## config.mk

```make
export PLATFORM = sky130hd
export DESIGN_NAME = addsub_pipe
export DESIGN_NICKNAME = d
export VERILOG_FILES = /design/src/rtl/addsub_pipe.sv
export SDC_FILE = /design/constraint.sdc
export NUM_CORES = 1
export LEC_CHECK = 0
export ABC_AREA = 1
export CORE_ASPECT_RATIO = 0.7
export CORE_UTILIZATION = 50
export CTS_CLUSTER_DIAMETER = 120
export CTS_CLUSTER_SIZE = 30
export DETAILED_ROUTE_END_ITERATION = 10
export HOLD_SLACK_MARGIN = 0.12
export PLACE_DENSITY_LB_ADDON = 0.08
export SLEW_MARGIN = 10
export SYNTH_ARGS = -nofsm -noshare
export SYNTH_HDL_FRONTEND = slang
export SYNTH_SLANG_ARGS = --single-unit
```

## constraint.sdc

```tcl
create_clock -name clk -period 1.8 [get_ports clk]
set_clock_uncertainty 0.15 [all_clocks]
set_input_delay 0.27 -clock clk [delete_from_list [all_inputs] [get_ports clk]]
set_output_delay 0.27 -clock clk [all_outputs]
set_load 0.02 [all_outputs]
```

## src/rtl/addsub_pipe.sv

```systemverilog
// Two-stage add/sub/accumulate pipeline with valid/ready on both sides.
// S1 holds the operands, S2 holds the result; the accumulator advances when an ACC/CLR leaves S1.
module addsub_pipe #(
   parameter int WIDTH    = 8,
   parameter int SATURATE = 0
) (
   input  logic             clk,
   input  logic             reset,
   input  logic             in_valid,
   output logic             in_ready,
   input  logic [WIDTH-1:0] a,
   input  logic [WIDTH-1:0] b,
   input  logic [1:0]       op,
   output logic             out_valid,
   input  logic             out_ready,
   output logic [WIDTH-1:0] result,
   output logic             carry,
   output logic [1:0]       op_out
);

   localparam logic [1:0] OP_ADD = 2'b00;
   localparam logic [1:0] OP_SUB = 2'b01;
   localparam logic [1:0] OP_ACC = 2'b10;
   localparam logic [1:0] OP_CLR = 2'b11;

   logic             s1_valid_q, s2_valid_q;
   logic [WIDTH-1:0] a_q, b_q, acc_q, result_q;
   logic [1:0]       op_q, op_out_q;
   logic             carry_q;

   logic             s2_load, s1_adv, in_fire;
   logic [WIDTH:0]   add_w, sub_w, acc_w;
   logic [WIDTH-1:0] result_d;
   logic             carry_d;

   assign s2_load  = !s2_valid_q || out_ready;
   assign s1_adv   = s1_valid_q && s2_load;
   assign in_ready = !reset && (!s1_valid_q || s2_load);
   assign in_fire  = in_valid && in_ready;

   assign add_w = {1'b0, a_q} + {1'b0, b_q};
   assign sub_w = {1'b0, b_q} - {1'b0, a_q};
   assign acc_w = {1'b0, acc_q} + {1'b0, a_q};

   // Bit WIDTH of the subtraction is the borrow, i.e. (b < a).
   always_comb begin
      result_d = '0;
      carry_d  = 1'b0;
      case (op_q)
         OP_ADD: begin
            carry_d  = add_w[WIDTH];
            result_d = (SATURATE != 0 && carry_d) ? '1 : add_w[WIDTH-1:0];
         end
         OP_SUB: begin
            carry_d  = sub_w[WIDTH];
            result_d = (SATURATE != 0 && carry_d) ? '0 : sub_w[WIDTH-1:0];
         end
         OP_ACC: begin
            carry_d  = acc_w[WIDTH];
            result_d = (SATURATE != 0 && carry_d) ? '1 : acc_w[WIDTH-1:0];
         end
         default: begin
            carry_d  = 1'b0;
            result_d = '0;
         end
      endcase
   end

   always_ff @(posedge clk) begin
      if (reset) begin
         s1_valid_q <= 1'b0;
         s2_valid_q <= 1'b0;
         a_q        <= '0;
         b_q        <= '0;
         op_q       <= '0;
         acc_q      <= '0;
         result_q   <= '0;
         carry_q    <= 1'b0;
         op_out_q   <= '0;
      end else begin
         if (in_fire) begin
            s1_valid_q <= 1'b1;
            a_q        <= a;
            b_q        <= b;
            op_q       <= op;
         end else if (s1_adv) begin
            s1_valid_q <= 1'b0;
         end
         // Payload only moves on a real advance so a stalled result stays stable.
         if (s2_load) begin
            s2_valid_q <= s1_valid_q;
            if (s1_adv) begin
               result_q <= result_d;
               carry_q  <= carry_d;
               op_out_q <= op_q;
            end
         end
         if (s1_adv && (op_q == OP_ACC || op_q == OP_CLR))
            acc_q <= result_d;
      end
   end

   assign out_valid = s2_valid_q;
   assign result    = result_q;
   assign carry     = carry_q;
   assign op_out    = op_out_q;

endmodule

```

==> key figures, run 1 <==
Status
  – Status: finished with violations
  – Failing checks: setup timing

Synthesis
  – Post-synth top area cell: dfxtp_1
  – Count of different cell masters after synthesis: 31
  – Yosys reg bits: 39
  – Post-synth ARST share: 0
  – Count leader, synth: nand2_1
  – Synth Net Count: 443
  – Mux contribution to synthesized area: 0
  – Cell count after synthesis: 394
  – Main flop type after synthesis: dfxtp_1
  – Top cells by area, synth: dfxtp_1, nand2_1, ha_1
  – Number of synthesis warnings: 0
  – Most frequent cells after synthesis: nand2_1, inv_1, nand3_1
  – Post-Synth Adder-Cell Area: 0.1351
  – Number of synthesized flops with an enable pin: 0
  – Xor and xnor area share after synthesis: 0
  – Avg Inst Size Synth: 6.767 sq um
  – Simple logic cell fraction of the synthesized area: 0.3233
  – Top cell type's share of synthesized area: 0.2928
  – Largest family of logic cells by synthesized area: simple AND/OR/NAND/NOR gates
  – Mapped Area: 2666 sq um
  – Post-synthesis sequential area ratio: 0.2928
  – Compound-Gate Fraction of Synth Area: 0.1384

Setup path
  – Reg2Reg Depth: 11
  – FF-to-FF End: acc_q[6]
  – Arrival time worst endpoint: 1980 ps
  – Endpoint class of the critical path: flip-flop
  – Worst Path Max Fanout: 4
  – FF-to-FF Start: a_q[0]
  – Crit start category: flip-flop
  – Worst reg2reg setup slack: -140 ps
  – CP Class: flip-flop to flip-flop
  – CP required: 1850 ps

Timing
  – Hold Violations, Final: 0
  – Max frequency: 0.5165 GHz
  – Unrepaired setup endpoints after global routing: yes
  – Fin crit period: 1936 ps
  – Fin crit share: 1.076
  – Final Slew Violations: 0
  – Slew @ Worst Pin: 493.7 ps
  – Final worst-path setup slack: -136.2 ps
  – Setup violations, final: 13
  – Rel. slew slack: 0.6705

Route
  – Vias post-DR: 2,917
  – Vias/cell: 5.392
  – Drt total wl: 7860 um
  – Antenna Nets Post-Route: 0
  – DR DRC count: 0
  – Drt wl/cell: 14.53 um
  – DR iter-0 viols: 152
  – TritonRoute pass-1 iters: 9

Clock network
  – Number of buffers created by CTS: 5
  – CTS root buf: clkbuf_8
  – CTS tree: built
  – TritonCTS Sinks: 39
  – Reg clk slew, reported paths: 80 ps
  – H-tree depth: 2
  – Clock Path Buffers: 2
  – Clock Latency Late Sink: 300 ps

Floorplanning
  – Io pins: 35
  – Core region area: 4940 sq um
  – Rows: 21
  – Die width: 89.28 um
  – DIE HEIGHT: 63.10 um
  – Starting Density: 0.5398
  – Die area: 5633 sq um

GRT
  – Total track usage: 0.2784
  – Gr ovfl total: 0
  – Antenna violations before repair: 0
  – First-pass GRT wire length: 12,020 um
  – Vias in the first global route: 2,673
  – Largest net degree at the start of global routing: 37

Hold path
  – HP Class: flip-flop to flip-flop
  – Worst min-delay path startpoint: op_out[1]
  – Hold endpoint: op_out[1]
  – Hold depth: 2

Power and ir drop
  – Worst vdd ir: 0.3868 mV
  – Lkg Pwr: 1.797 nW
  – Pwr Density: 657.7 nW/um^2
  – Total Power: 0.002464 W

Cells and area
  – Syn-to-layout area delta: 40.50%
  – Nets: 520
  – Share of layout cells above drive strength 1: 0.2648
  – Final Util: 0.7584
  – Finished layout cell area: 3746 sq um
  – # diodes: 0

Place
  – Placer Congestion: 0.9167
  – Post-DP HPWL: 5404 um
  – DP Area: 3371 sq um
  – Place WS: -296.6 ps
  – PortBufs: 34

Run
  – Max-cap violation count: 0
-- worst max-delay path by stage --
| stage | start | to | cells past startpoint |
|---|---|---|---|
| after floorplan | a_q[1] | result[6] | 10 |
| after global placement | out_ready | in_ready | 8 |
| after detailed placement | out_ready | in_ready | 8 |
| after CTS | a_q[0] | acc_q[6] | 10 |
| after global routing | a_q[0] | acc_q[6] | 10 |
| final | a_q[0] | acc_q[6] | 11 |
-- layer usage --
| layer | track usage | wire [um] | vias to the layer above |
|---|---|---|---|
| met5 | 0 | 0 | - |
| met1 | 0.3834 | 3699 | 1357 |
| met2 | 0.4313 | 3486 | 99 |
| li1 | - | - | 1426 |
| met4 | 0.09722 | 301 | 0 |
| met3 | 0.05374 | 372 | 35 |
-- critical path, stage by stage (launching register included) --
cell	delay (ps)
dfxtp_4	400
ha_4	140
inv_2	40
fa_2	370
inv_2	100
nand4_1	150
nand3_1	130
nand2_1	70
nand3_2	60
nand3_2	80
nor2_1	90
nor2_1	40
-- through the flow --
step / hold WS (ps) / std cells / setup TNS [ps]
2_1_floorplan: 232.7 / 394 / 0
3_3_place_gp: 302.1 / 527 / -1280
3_5_place_dp: 314.6 / 527 / -1747
4_1_cts: 326.1 / 537 / -645.1
5_1_grt: 342.8 / 541 / -2299
6_report: 320.5 / 541 / -1028
-- kinds of logic after synthesis --
family	Yosys count
AND/OR/NAND/NOR	196
buffers and inverters	70
adder cells (fa/ha/maj)	27
flip-flops	39
AO/OA/AOI/OAI	62
-- cells in the final DEF (no fill, tap or decap), drive strengths merged --
cell type and instances:
a21oi 18, a221oi 1, and2 1, buf 48, clkbuf 7, clkdlybuf4s50 33, clkinv 1, clkinvlp 1
dfxtp 39, fa 3, ha 24, inv 58, nand2 100, nand3 45, nand3b 3, nand4 5
nor2 40, nor3 1, o21a 2, o21ai 26, o21bai 3, o221ai 1, o31ai 11, or2 1
-- sequential cells by signal, summed over array words and instances, names as in the netlist --
signal / count
op_out: 2
result: 8
acc_q: 8
out_valid: 1
op_q: 2
b_q: 8
a_q: 8
carry: 1
s1_valid_q: 1
-- report_power, final --
group,internal (W),total [W],leakage (nW),switching [W]
sequential,0.000919,0.000961,0.322,0.0000422
clock,0.000271,0.000604,0.0412,0.000333
combinational,0.000400,0.000898,1.43,0.000498
total,0.00159,0.00246,1.80,0.000873
-- layout make-up --
cell class	instances	area (sq um)
Clock inverter	2	12.51
Clock buffer	6	72.57
Inverter	58	220.2
Sequential cell	39	785.8
Multi-Input combinational cell	285	1844
Fill cell	415	1194
Tap cell	69	86.33
Timing Repair Buffer	82	724.4
-- repair_timing --
action	CTS	global route
setup endpoints to repair	16	16
buffers inserted	2	4
pin swaps	6	12
resized for setup	41	23
hold buffers	0	0
No activity file was read; power rests on OpenSTA's default activity.
==> run 2: changes to the inputs <==
Settings changed: PLACE_DENSITY set to 0.81, PLACE_DENSITY_LB_ADDON 0.08 to not set.
==> run 2 against run 1 <==
Compared with the run above:
- flip-flop and latch count unchanged
- power up 13%
- final area up 4.8%
- setup slack got worse by 48 ps
- combinational power up 11%
- non-clock buffer count grew 8
- critical endpoint unchanged
- worst hold slack got worse by 1.6 ps
- count of clock-buffer cells in the layout is the same
- critical path type unchanged
- highest routed layer unchanged
- die area stayed put
- sequential power grew 0.5%
- largest power group is now combinational logic
- the flow still finishes with violations (setup timing)
- cell count is 1.5% higher
- routed wire length rose by 17%
==> key figures, run 2 (same netlist as run 1, synthesis figures left out) <==
GRT
  – Largest net degree at the start of global routing: 37 (unchanged)
  – Gr ovfl total: 0 (unchanged)
  – Antenna violations before repair: 0 (unchanged)
  – First-pass GRT wire length: 13,610 um (+13%)
  – Vias in the first global route: 2,838 (+6.2%)
  – Total track usage: 0.3188 (+0.04039)

Cells and area
  – Nets: 528 (+1.5%)
  – Most common cell after layout, fill and taps aside: nand2_1
  – Layout Cells excl Fill: 549 (+1.5%)
  – # diodes: 0 (unchanged)
  – Most frequent cells in the layout: nand2_1, buf_4, inv_1, nor2_1, dfxtp_1
  – Finished layout cell area: 3928 sq um (+4.8%)
  – Final Util: 0.7951 (+0.03673)
  – Share of layout cells above drive strength 1: 0.3021 (+0.03725)
  – Syn-to-layout area delta: 47.30%
  – # fillers: 327 (-21%)

Setup path
  – Arrival time worst endpoint: 2030 ps (+50 ps)
  – Cell Chain, Critical Path: ha_4, fa_2, nand2_4, nand3_4, nand3b_1, nand3b_1, nand3_2, nand3_2, nor2_1, nor2_1
  – Worst path slowest cell: dfxtp_4
  – Endpoint class of the critical path: flip-flop
  – Worst Path Max Fanout: 4 (unchanged)
  – Worst stage delay on the critical path: 380 ps (-20 ps)
  – CP Class: flip-flop to flip-flop
  – CP required: 1840 ps (about the same)
  – Crit start category: flip-flop

Route
  – Drt total wl: 9170 um (+17%)
  – DR iter-0 viols: 281 (+85%)
  – Drt wl/cell: 16.70 um (+15%)
  – Vias post-DR: 3,095 (+6.1%)
  – DR DRC count: 0 (unchanged)
  – Vias/cell: 5.638 (+4.6%)
  – TritonRoute pass-1 iters: 5 (-4)
  – Antenna Nets Post-Route: 0 (unchanged)

Place
  – Placer Congestion: 0.9124 (-0.47%)
  – PortBufs: 34 (unchanged)
  – Placed insts: 533 (+1.1%)
  – Post-DP HPWL: 5743 um (+6.3%)
  – DP Area: 3403 sq um (+0.97%)

Clock network
  – CTS tree: built
  – Hold_buf cts: 0 (unchanged)
  – Clock Path Buffers: 2 (unchanged)
  – CTS root buf: clkbuf_8
  – TritonCTS Sinks: 39 (unchanged)
  – Clock Latency Late Sink: 290 ps (about the same)
  – H-tree depth: 2 (unchanged)
  – Reg clk slew, reported paths: 90 ps (about the same)
  – Number of buffers created by CTS: 5 (unchanged)

Floorplanning
  – DIE HEIGHT: 63.10 um (unchanged)
  – Die area: 5633 sq um (unchanged)
  – Starting Density: 0.5398 (unchanged)
  – Io pins: 35 (unchanged)
  – Core region area: 4940 sq um (unchanged)
  – Die width: 89.28 um (unchanged)
  – Rows: 21 (unchanged)

Power and ir drop
  – Lkg Pwr: 1.867 nW (+3.9%)
  – Worst vdd ir: 0.4789 mV (+24%)
  – Pwr Density: 706.7 nW/um^2 (+7.5%)

Timing
  – Hold Violations, Final: 0 (unchanged)
  – Final worst-path setup slack: -184.0 ps (-47.86 ps)
  – Setup violations, final: 15 (+2)
  – Fin crit period: 1984 ps (+47.86 ps)
  – Fin crit share: 1.102 (+0.02659)
  – Slew @ Worst Pin: 456.8 ps (-36.90 ps)
  – Final Slew Violations: 0 (unchanged)
  – Max frequency: 0.5040 GHz (-2.4%)
  – Hold_ws: 318.9 ps (-1.592 ps)
  – Rel. slew slack: 0.6951 (+0.02463)
  – Unrepaired setup endpoints after global routing: yes

Hold path
  – HP Class: flip-flop to flip-flop

Status
  – Status: finished with violations
  – Failing checks: setup timing

Run
  – Max-cap violation count: 0 (unchanged)
run 2: cell types whose count changed in the layout (fill, tap and decap cells not counted), moves of 2 or more:
cell,before,now
nand2_2,10,13
nand3_2,14,21
nand2_1,88,84
nand3_1,29,22
nor2_1,33,35
ha_1,16,13
ha_4,5,10
buf_4,45,52
dfxtp_1,37,35
buf_6,1,3
ha_2,3,1
run 2: cell type report:
type / instances / area (sq um) / area share
sequential: 39 / 790.8 / 0.2013
tap: 69 / 86.33 / 0.02198
inverter: 58 / 222.7 / 0.05671
multi-input combinational: 285 / 1927 / 0.4906
clock inverter: 2 / 38.79 / 0.009876
clock buffer: 6 / 82.58 / 0.02103
timing repair buffer: 90 / 779.5 / 0.1985
run 2: worst max-delay path, delay by kind of cell (launching register included):
family | cells | cell delay, ps
flip-flops | 1 | 380
adder cells (fa/ha/maj) | 2 | 540
AND/OR/NAND/NOR | 8 | 810
run 2: what timing repair did:
action,CTS,global route
hold endpoints to repair,0,0
setup buffers,5,4
gates resized for setup,52,31
pin swaps,19,11
endpoints found under the setup margin,15,16
run 2: final timing paths:
path / depth (start not counted) / slack, ps / from / to
setup / recovery: 10 / -180 / a_q[0] / acc_q[6]
hold / removal: 2 / 320 / op_out[1] / op_out[1]
setup reg to reg: 10 / -180 / a_q[0] / acc_q[6]
hold reg to reg: 2 / 320 / op_out[1] / op_out[1]
run 2: layer usage:
| layer | global-route usage | routed length (um) |
|---|---|---|
| met5 | 0 | 0 |
| met4 | 0.1210 | 327 |
| met1 | 0.4346 | 3906 |
| met3 | 0.06160 | 680 |
| met2 | 0.4952 | 4256 |
run 2: through the flow:
stage / power [W] / setup WS (ps) / setup TNS, ps
floorplan: 0.001432 / 5.669 / 0
global placement: 0.001733 / -273.8 / -1049
detailed placement: 0.001761 / -373.1 / -1926
CTS: 0.002643 / -125.4 / -813.7
global route: 0.002901 / -304.5 / -2490
finish: 0.002776 / -184.0 / -1433
run 2: power breakdown:
group / internal, W / switching [W] / total [W]
Clock: 0.000457 / 0.000352 / 0.000808
Sequential: 0.000919 / 0.0000474 / 0.000966
Combinational: 0.000448 / 0.000553 / 0.00100
==> run 3: changes to the inputs <==
Settings changed: CORE_UTILIZATION 50 to 55, GPL_ROUTABILITY_DRIVEN set to 1, PLACE_DENSITY 0.81 to 0.85.
Clock period 1.8 ns to 1.93 ns, I/O delays scaled along.
==> run 3 against run 2 <==
Compared with the run above:
- the run still ends with setup timing left
- critical path type unchanged
- utilization grew 1.7 points
- maximum frequency shrank 5.4%
- largest cell class unchanged
- die area shrank 8.8%
- via count shrank 0.90%
- worst hold slack gained 31 ps
- critical path depth grew 1
- largest power group is now sequential cells
- non-clock buffer count shrank 21
- highest routed layer unchanged
- first-iteration DRC count grew 4.6%
==> key figures, run 3 (same netlist as run 1, synthesis figures left out) <==
Status
  – Status: finished with violations
  – Failing checks: setup timing

Route
  – Vias post-DR: 3,067 (-0.90%)
  – Antenna Nets Post-Route: 0 (unchanged)
  – DR DRC count: 0 (unchanged)
  – Vias/cell: 5.979 (+6.0%)
  – Drt total wl: 9054 um (-1.3%)
  – Drt wl/cell: 17.65 um (+5.7%)
  – DR iter-0 viols: 294 (+4.6%)
  – TritonRoute pass-1 iters: 5 (unchanged)

Place
  – Placed insts: 503 (-5.6%)
  – PortBufs: 34 (unchanged)
  – Placer Congestion: 0.8311 (-8.9%)
  – Post-DP HPWL: 5320 um (-7.4%)
  – DP Area: 3252 sq um (-4.4%)

Setup path
  – Worst Path Max Fanout: 4 (unchanged)
  – CP Class: flip-flop to flip-flop
  – Endpoint class of the critical path: flip-flop
  – CP required: 1980 ps (+140 ps)
  – Critical Path Stages: 11 (+1)
  – Worst stage delay on the critical path: 410 ps (+30 ps)
  – Family with the most delay on the worst path: simple AND/OR/NAND/NOR gates
  – Worst Path Buf+Inv: 2 (+2)
  – Worst Setup EP: result[6]
  – Critical path startpoint: a_q[0]
  – Cell Chain, Critical Path: ha_4, inv_2, fa_2, inv_2, nand4_1, nand3_1, nand2_1, nand3_2, nand3_2, nor2_1, nor2_1
  – Reg2Reg Depth: 11 (+1)
  – Crit start category: flip-flop
  – Worst path slowest cell: dfxtp_4
  – FF-to-FF Start: a_q[0]
  – Arrival time worst endpoint: 2140 ps (+110 ps)
  – Worst reg2reg setup slack: -170 ps (+20 ps)
  – FF-to-FF End: result[6]

Timing
  – Rel. slew slack: 0.7359 (+0.04081)
  – Final worst-path setup slack: -167.5 ps (+16.57 ps)
  – Unrepaired setup endpoints after global routing: yes
  – Hold Violations, Final: 0 (unchanged)
  – Fin crit share: 1.087 (-0.01547)
  – Fin crit period: 2097 ps (+113.4 ps)
  – Setup violations, final: 12 (-3)
  – Final Slew Violations: 0 (unchanged)
  – Max frequency: 0.4768 GHz (-5.4%)
  – Slew @ Worst Pin: 395.7 ps (-61.16 ps)

Floorplanning
  – Starting Density: 0.5919 (+0.05218)
  – Core region area: 4504 sq um (-8.8%)
  – DIE HEIGHT: 60.26 um (-4.5%)
  – Die width: 85.22 um (-4.5%)
  – Die area: 5135 sq um (-8.8%)
  – Io pins: 35 (unchanged)
  – Rows: 20 (-4.8%)

Cells and area
  – Most common cell after layout, fill and taps aside: nand2_1
  – Share of layout cells above drive strength 1: 0.2511 (-0.05099)
  – Finished layout cell area: 3657 sq um (-6.9%)
  – Nets: 507 (-4.0%)
  – # diodes: 0 (unchanged)
  – Syn-to-layout area delta: 37.17%
  – Most frequent cells in the layout: nand2_1, inv_1, dfxtp_1, buf_4
  – Layout Cells excl Fill: 513 (-6.6%)

Clock network
  – Number of buffers created by CTS: 5 (unchanged)
  – CTS root buf: clkbuf_8
  – Clock Path Buffers: 2 (unchanged)
  – Reg clk slew, reported paths: 80 ps (about the same)
  – TritonCTS Sinks: 39 (unchanged)
  – CTS tree: built
  – Clock Latency Late Sink: 300 ps (about the same)
  – H-tree depth: 2 (unchanged)

GRT
  – Gr ovfl total: 0 (unchanged)
  – Total track usage: 0.3107 (-0.008060)
  – Busiest grt layer: met2
  – Antenna violations before repair: 0 (unchanged)
  – Met1 GRT Util: 0.4084 (-0.02617)
  – Met2 Use GR: 0.5069 (+0.01168)
  – Largest net degree at the start of global routing: 37 (unchanged)
  – GR Util met3: 0.05249 (-0.009113)
  – Vias in the first global route: 2,630 (-7.3%)
  – First-pass GRT wire length: 12,100 um (-11%)

Hold path
  – Worst min-delay path startpoint: carry
  – HP Class: flip-flop to flip-flop

Run
  – Max-cap violation count: 0 (unchanged)

Power and ir drop
  – Lkg Pwr: 1.716 nW (-8.1%)
  – Worst vdd ir: 0.4521 mV (-5.6%)
  – Pwr Density: 629.4 nW/um^2 (-11%)
[run 3: changes by cell type in the layout (fill, tap and decap cells not counted), sizes merged]
cell           previous run  this run
buf                      57        35
bufinv                    1         0
clkbuf                    6         5
clkdlybuf4s15             0         1
clkinv                    0         2
inv                      59        58
[run 3: how the worst min path moves through the flow]
stage	to	slack [ps]	cells past startpoint
global route	carry	370	2
floorplan	a_q[1]	250	2
global placement	carry	300	2
finish	carry	350	2
detailed placement	op_out[1]	310	2
CTS	op_out[1]	320	2
[run 3: tightest hold or removal path, cell delays in order (launching register included)]
cell and delay [ps]:
dfxtp_1 320, nand2_1 80, a21oi_2 60
[run 3: per-layer routing]
layer,part of all wire,routed length (um),vias up
li1,-,-,1399
met1,0.41,3717,1424
met2,0.46,4181,193
met3,0.084,765,51
met4,0.043,390,0
met5,0,0,-
[run 3: area by class of cell]
class	instances	area, sq um
clock buffer	5	68.82
timing repair buffer	69	615.6
fill	258	847.1
sequential	39	790.8
tap	55	68.82
inverter	58	217.7
clock inverter	2	13.76
multi-input combinational	285	1882
[run 3: through the flow]
step	hold WS (ps)	total power [W]	utilization	setup slack, ps	TNS (ps)
after global routing	367.3	0.002404	0.8119	-245.2	-1921
final	349.6	0.002302	0.8119	-167.5	-995.5
after CTS	317.9	0.002163	0.7683	3.009	0
after detailed placement	306.9	0.001585	0.7219	-200.9	-893.5
after global placement	304.6	0.001569	0.7219	-177.4	-537.5
after floorplan	252.2	0.001332	-	77.07	0
[run 3: repair_timing]
action	4_1_cts	5_1_grt
hold endpoints to repair	0	0
pin swaps	14	15
gates resized for setup	35	36
buffers inserted	1	2
hold buffers	0	0
endpoints found under the setup margin	12	14
[run 3: power by group]
part / internal [W] / total, W / switching (W) / leakage [nW]
clock: 0.000247 / 0.000551 / 0.000303 / 0.0440
sequential: 0.000857 / 0.000908 / 0.0000514 / 0.323
combinational: 0.000364 / 0.000843 / 0.000479 / 1.35
